## config.mk

```make
export PLATFORM = sky130hd
export DESIGN_NAME = btn_conditioner
export DESIGN_NICKNAME = d
export VERILOG_FILES = /design/src/rtl/btn_conditioner.sv
export SDC_FILE = /design/constraint.sdc
export NUM_CORES = 1
export LEC_CHECK = 0
export ABC_AREA = 0
export CORE_ASPECT_RATIO = 1.2
export CORE_UTILIZATION = 65
export CTS_BUF_LIST = sky130_fd_sc_hd__clkbuf_8
export DETAILED_ROUTE_END_ITERATION = 16
export DONT_BUFFER_PORTS = 1
export PLACE_DENSITY = 0.81
export SLEW_MARGIN = 30
export SYNTH_ARGS = -nofsm -noshare
export SYNTH_HDL_FRONTEND = slang
export SYNTH_SLANG_ARGS = --single-unit
```

## constraint.sdc

```tcl
create_clock -name clk -period 2.4 [get_ports clk]
set_input_delay 0.36 -clock clk [delete_from_list [all_inputs] [get_ports clk]]
set_output_delay 0.36 -clock clk [all_outputs]
set_load 0.005 [all_outputs]
```

## src/rtl/btn_conditioner.sv

```systemverilog
// btn_conditioner: two-flop synchroniser plus counter-validated debounce FSM.
// Emits a clean level and single-cycle press, release and long-press pulses.
// Optional feature macro: AUTOREPEAT_EN (press_pulse auto-repeat after long press).
module btn_conditioner #(
  parameter int unsigned DEBOUNCE_CYCLES = 1000000,
  parameter int unsigned LONG_CYCLES     = 100000000,
  parameter int unsigned REPEAT_CYCLES   = 20000000
) (
  input  logic clk,
  input  logic reset,
  input  logic btn_in,
  output logic level,
  output logic press_pulse,
  output logic release_pulse,
  output logic long_pulse
);

  localparam int unsigned CNT_W  = ($clog2(DEBOUNCE_CYCLES) > 0) ? $clog2(DEBOUNCE_CYCLES) : 1;
  localparam int unsigned HOLD_W = ($clog2(LONG_CYCLES) > 0) ? $clog2(LONG_CYCLES) : 1;
  localparam logic [CNT_W-1:0]  CNT_LAST  = CNT_W'(DEBOUNCE_CYCLES - 1);
  localparam logic [HOLD_W-1:0] HOLD_LAST = HOLD_W'(LONG_CYCLES - 1);

  typedef enum logic [1:0] {
    IDLE,
    CONFIRM_PRESS,
    PRESSED,
    CONFIRM_RELEASE
  } state_t;

  logic              s1_q, s_q;
  state_t            state_q, state_d;
  logic [CNT_W-1:0]  cnt_q, cnt_d;
  logic [HOLD_W-1:0] hold_q, hold_d;
  logic              long_flag_q, long_flag_d;
  logic              level_q, level_d;
  logic              press_q, press_d;
  logic              rel_q, rel_d;
  logic              long_q, long_d;

`ifdef AUTOREPEAT_EN
  localparam int unsigned REP_W = ($clog2(REPEAT_CYCLES) > 0) ? $clog2(REPEAT_CYCLES) : 1;
  localparam logic [REP_W-1:0] REP_LAST = REP_W'(REPEAT_CYCLES - 1);
  logic [REP_W-1:0] rep_q, rep_d;
`else
  logic unused_repeat_cycles;
  assign unused_repeat_cycles = ^REPEAT_CYCLES;
`endif

  assign level         = level_q;
  assign press_pulse   = press_q;
  assign release_pulse = rel_q;
  assign long_pulse    = long_q;

  // Two-flop synchroniser for the asynchronous button input.
  always_ff @(posedge clk or posedge reset) begin
    if (reset) begin
      s1_q <= 1'b0;
      s_q  <= 1'b0;
    end else begin
      s1_q <= btn_in;
      s_q  <= s1_q;
    end
  end

  // Next-state, counter and registered-output logic for the debounce FSM.
  always_comb begin
    state_d     = state_q;
    cnt_d       = cnt_q;
    hold_d      = hold_q;
    long_flag_d = long_flag_q;
    level_d     = level_q;
    press_d     = 1'b0;
    rel_d       = 1'b0;
    long_d      = 1'b0;
`ifdef AUTOREPEAT_EN
    rep_d       = rep_q;
`endif

    case (state_q)
      IDLE: begin
        if (s_q) begin
          state_d = CONFIRM_PRESS;
          cnt_d   = '0;
        end
      end
      CONFIRM_PRESS: begin
        if (!s_q) begin
          state_d = IDLE;
        end else if (cnt_q == CNT_LAST) begin
          state_d     = PRESSED;
          level_d     = 1'b1;
          press_d     = 1'b1;
          hold_d      = '0;
          long_flag_d = 1'b0;
`ifdef AUTOREPEAT_EN
          rep_d       = '0;
`endif
        end else begin
          cnt_d = cnt_q + 1'b1;
        end
      end
      PRESSED: begin
        if (!s_q) begin
          state_d = CONFIRM_RELEASE;
          cnt_d   = '0;
        end
      end
      CONFIRM_RELEASE: begin
        if (s_q) begin
          state_d = PRESSED;
        end else if (cnt_q == CNT_LAST) begin
          state_d = IDLE;
          level_d = 1'b0;
          rel_d   = 1'b1;
        end else begin
          cnt_d = cnt_q + 1'b1;
        end
      end
      default: state_d = IDLE;
    endcase

    // Hold timer runs while the button is accepted as down; it saturates at the
    // firing point, and the pulse is suppressed on the edge that completes a release.
    if ((state_q == PRESSED || state_q == CONFIRM_RELEASE) && !long_flag_q) begin
      if (hold_q == HOLD_LAST) begin
        if (state_d != IDLE) begin
          long_d      = 1'b1;
          long_flag_d = 1'b1;
        end
      end else begin
        hold_d = hold_q + 1'b1;
      end
    end

`ifdef AUTOREPEAT_EN
    // Repeat timer only advances in PRESSED after the long press, so it pauses
    // while a release is being confirmed.
    if (state_q == PRESSED && long_flag_q) begin
      if (rep_q == REP_LAST) begin
        press_d = 1'b1;
        rep_d   = '0;
      end else begin
        rep_d = rep_q + 1'b1;
      end
    end
`endif
  end

  // State, counters and registered outputs.
  always_ff @(posedge clk or posedge reset) begin
    if (reset) begin
      state_q     <= IDLE;
      cnt_q       <= '0;
      hold_q      <= '0;
      long_flag_q <= 1'b0;
      level_q     <= 1'b0;
      press_q     <= 1'b0;
      rel_q       <= 1'b0;
      long_q      <= 1'b0;
`ifdef AUTOREPEAT_EN
      rep_q       <= '0;
`endif
    end else begin
      state_q     <= state_d;
      cnt_q       <= cnt_d;
      hold_q      <= hold_d;
      long_flag_q <= long_flag_d;
      level_q     <= level_d;
      press_q     <= press_d;
      rel_q       <= rel_d;
      long_q      <= long_d;
`ifdef AUTOREPEAT_EN
      rep_q       <= rep_d;
`endif
    end
  end

endmodule

```

==> reports/qor.txt <==
status: finished, violations left
failing checks: hold timing
CTS tree: done
Least-Margin Pin Slew: 630 ps
area delta synth->final: 6.43%
clk_lat worst skew: 310 ps
FF/Latch Area: 1400 um^2
Synth cell types: 44
core area: 4230 um^2
fin. max-slew vios: 0
critical path cell sequence: or2_1 > or4_4 > or4_4 > o21ai_4 > a22oi_2
CP Launch Type: flop
kind of critical path: reg2reg
Fill cells: 331
first-pass GRT wire length: 9830 um
GRT overflow: 0
setup bufs post-CTS: 0
Slew headroom: 0.579
Total GRT Usage: 0.273
RD Place Congestion: 0.867
Nets: 310
Cell Rows: 26
simple-gate portion of the synthesized area: 0.291
Synth async-reset ratio: 1.00
main combinational cell family by area after synthesis: simple AND/OR/NAND/NOR gates
Routed Antenna Nets: 0
total CTS buffers: 5
CTS sink cnt: 56
cells after synthesis: 300
Final Hold Vio Count: 6
Pwr Total: 1.53 mW
mapped cell area: 2860 um^2
most common cell after layout, fill and taps aside: dfrtp_1
Yosys top cell area share: 0.490
synth warn: 0
cells taking the most area after synthesis: dfrtp_1 (49%), nand3_1 (5.4%), o21ai_0 (4.6%), nand2_1 (3.8%), nand4_1 (3.7%)
Die ar.: 4670 um^2
synthesized-area fraction occupied by adder cells: 0.00875
H-tree Lvls: 2
min Tclk post-route: 2160 ps
initial antenna violation count: 0
Compound-Gate Fraction of Synth Area: 0.127
final worst-path setup slack: 236 ps
Worst path most repeated cell: or4_4
DRT Wirelength: 5940 um
max cap viols: 0
Cell Pwr Density: 504 nW/um^2
first drt pass iteration count: 4
fraction of layout cells with a size suffix above 1: 0.0882
initial core utilization: 0.676
Die W: 62.5 um
slowest stage delay, CP: 600 ps
clk slew on worst S/H paths: 100 ps
Max Fclk: 462 MHz
CP arrival: 2360 ps
clk_skew: 7.54 ps
die height: 74.7 um
RSZ-0062 raised after global routing: false
Post-Syn Nets: 305
final setup TNS: 0 ps
mux share of post-synthesis cell area: 0.0175
setup violators final: 0
cell area after layout: 3040 um^2
buffers added on ports: 0
Wirelength per Cell: 16.4 um
post-synthesis sequential area ratio: 0.490
placed instance area: 2950 um^2
via count: 2324
crit path capture type: flop
Resized cells post-CTS: 0
DR DRC count: 0
DR iter-0 viols: 140
Vias/cell: 6.42
Ports: 7
post-synthesis register bit count: 56
HPWL reported at the end of detailed placement: 4290 um
crit share post-route: 0.902
largest net degree at the start of global routing: 32
VDD IR-drop max: 0.370 mV
cell taking the most area after synthesis: dfrtp_1
Leakage: 1.23 nW
CP max-delay cell: or4_4
CP max FO: 7
EDFF count, synth: 0
WP data required: 2600 ps
vias in the first global route: 2200
CTS root buf: clkbuf_8
Antenna Diode Count: 0
CTS max path bufs: 2
Hold WS: -2.97 ps
Mapped Avg Cell Area: 9.53 um^2
post-placement setup slack: 255 ps
Hold WC Path Type: in2async
Multi-input gate area: 1390 um^2
Primary FF master, synth: dfrtp_1
Hold-fix buffers, CTS: 0
commonest non-fill, non-tap cells in the layout: dfrtp_1 (56), nand3_1 (31), nand2_1 (29)
Post-Synth XOR/XNOR Area: 0.0398
[metal layers]
layer / part of all wire / GRT usage / routed length [um]
met1: 0.41 / 0.311 / 2450
met2: 0.52 / 0.496 / 3090
met3: 0.036 / 0.0485 / 212
met4: 0.031 / 0.147 / 182
met5: 0 / 0 / 0
[registers in the layout, indices dropped and copies added, names as in the netlist]
| register | cells |
|---|---|
| long_flag_q | 1 |
| long_pulse | 1 |
| cnt_q | 20 |
| release_pulse | 1 |
| press_pulse | 1 |
| level | 1 |
| hold_q | 27 |
| s1_q | 1 |
| state_q | 2 |
| s_q | 1 |
[path summary, 6_finish.rpt]
kind / startpoint / to / slack (ps) / depth (start not counted)
worst min-delay path: reset / s_q / -3 / 1
min in group clk: btn_in / s1_q / 60 / 0
worst min register to register: s1_q / s_q / 360 / 0
max in group asynchronous: reset / cnt_q[17] / 1730 / 2
worst max-delay path: cnt_q[10] / long_flag_q / 240 / 5
worst max register to register: cnt_q[10] / long_flag_q / 240 / 5
[logic make-up (layout without fill, tap and decap cells)]
group / after synthesis / in the layout
flops: 56 / 56
fa+ha+maj: 2 / 2
xor+xnor: 13 / 13
buf+inv: 18 / 24
mux: 5 / 5
simple gates: 148 / 148
compound gates: 58 / 58
[critical path: cells and delay by family, from the launching register on]
kind | cells | cell delay [ps]
and+or+nand+nor | 3 | 1360
DFF | 1 | 450
AOI/OAI and AO/OA | 2 | 240
[layout make-up]
| cell class | count | share of cell area |
|---|---|---|
| tap | 56 | 0.0230 |
| inverter | 6 | 0.00740 |
| clock buffer | 5 | 0.0226 |
| multi-input combinational | 226 | 0.455 |
| clock inverter | 3 | 0.00658 |
| timing repair buffer | 10 | 0.0247 |
| sequential | 56 | 0.461 |
[metrics by stage]
step | utilization | instances | hold slack (ps)
floorplan | - | 300 | 331
global placement | 0.699 | 354 | 335
detailed placement | 0.699 | 354 | 338
CTS | 0.720 | 362 | 11.4
global route | 0.720 | 362 | 23.8
finish | 0.720 | 362 | -2.97
[power by group]
part / total (mW) / switching, mW / internal (mW)
logic: 0.0559 / 0.0409 / 0.0149
clock network: 0.514 / 0.310 / 0.204
registers: 0.965 / 0.0120 / 0.953
[synthesized netlist by cell type (3+ instances only)]
| library cell | instances |
|---|---|
| and3_1 | 4 |
| nand4_1 | 17 |
| nor3_1 | 5 |
| nor4_1 | 9 |
| o21ai_0 | 26 |
| mux2i_1 | 5 |
| a21oi_1 | 9 |
| o211ai_1 | 4 |
| or4_1 | 3 |
| clkbuf_1 | 8 |
| nand3_1 | 31 |
| dfrtp_1 | 56 |
| or3_1 | 5 |
| and2_1 | 6 |
| xor2_1 | 7 |
| xnor2_1 | 6 |
| inv_1 | 5 |
| nand2_1 | 29 |
| nor2_1 | 13 |
| and4_1 | 7 |
| nand2b_1 | 3 |
| buf_2 | 4 |
| o31ai_1 | 9 |
| nor4b_1 | 3 |
| nor2b_1 | 3 |
(Power assumes the default switching activity.)
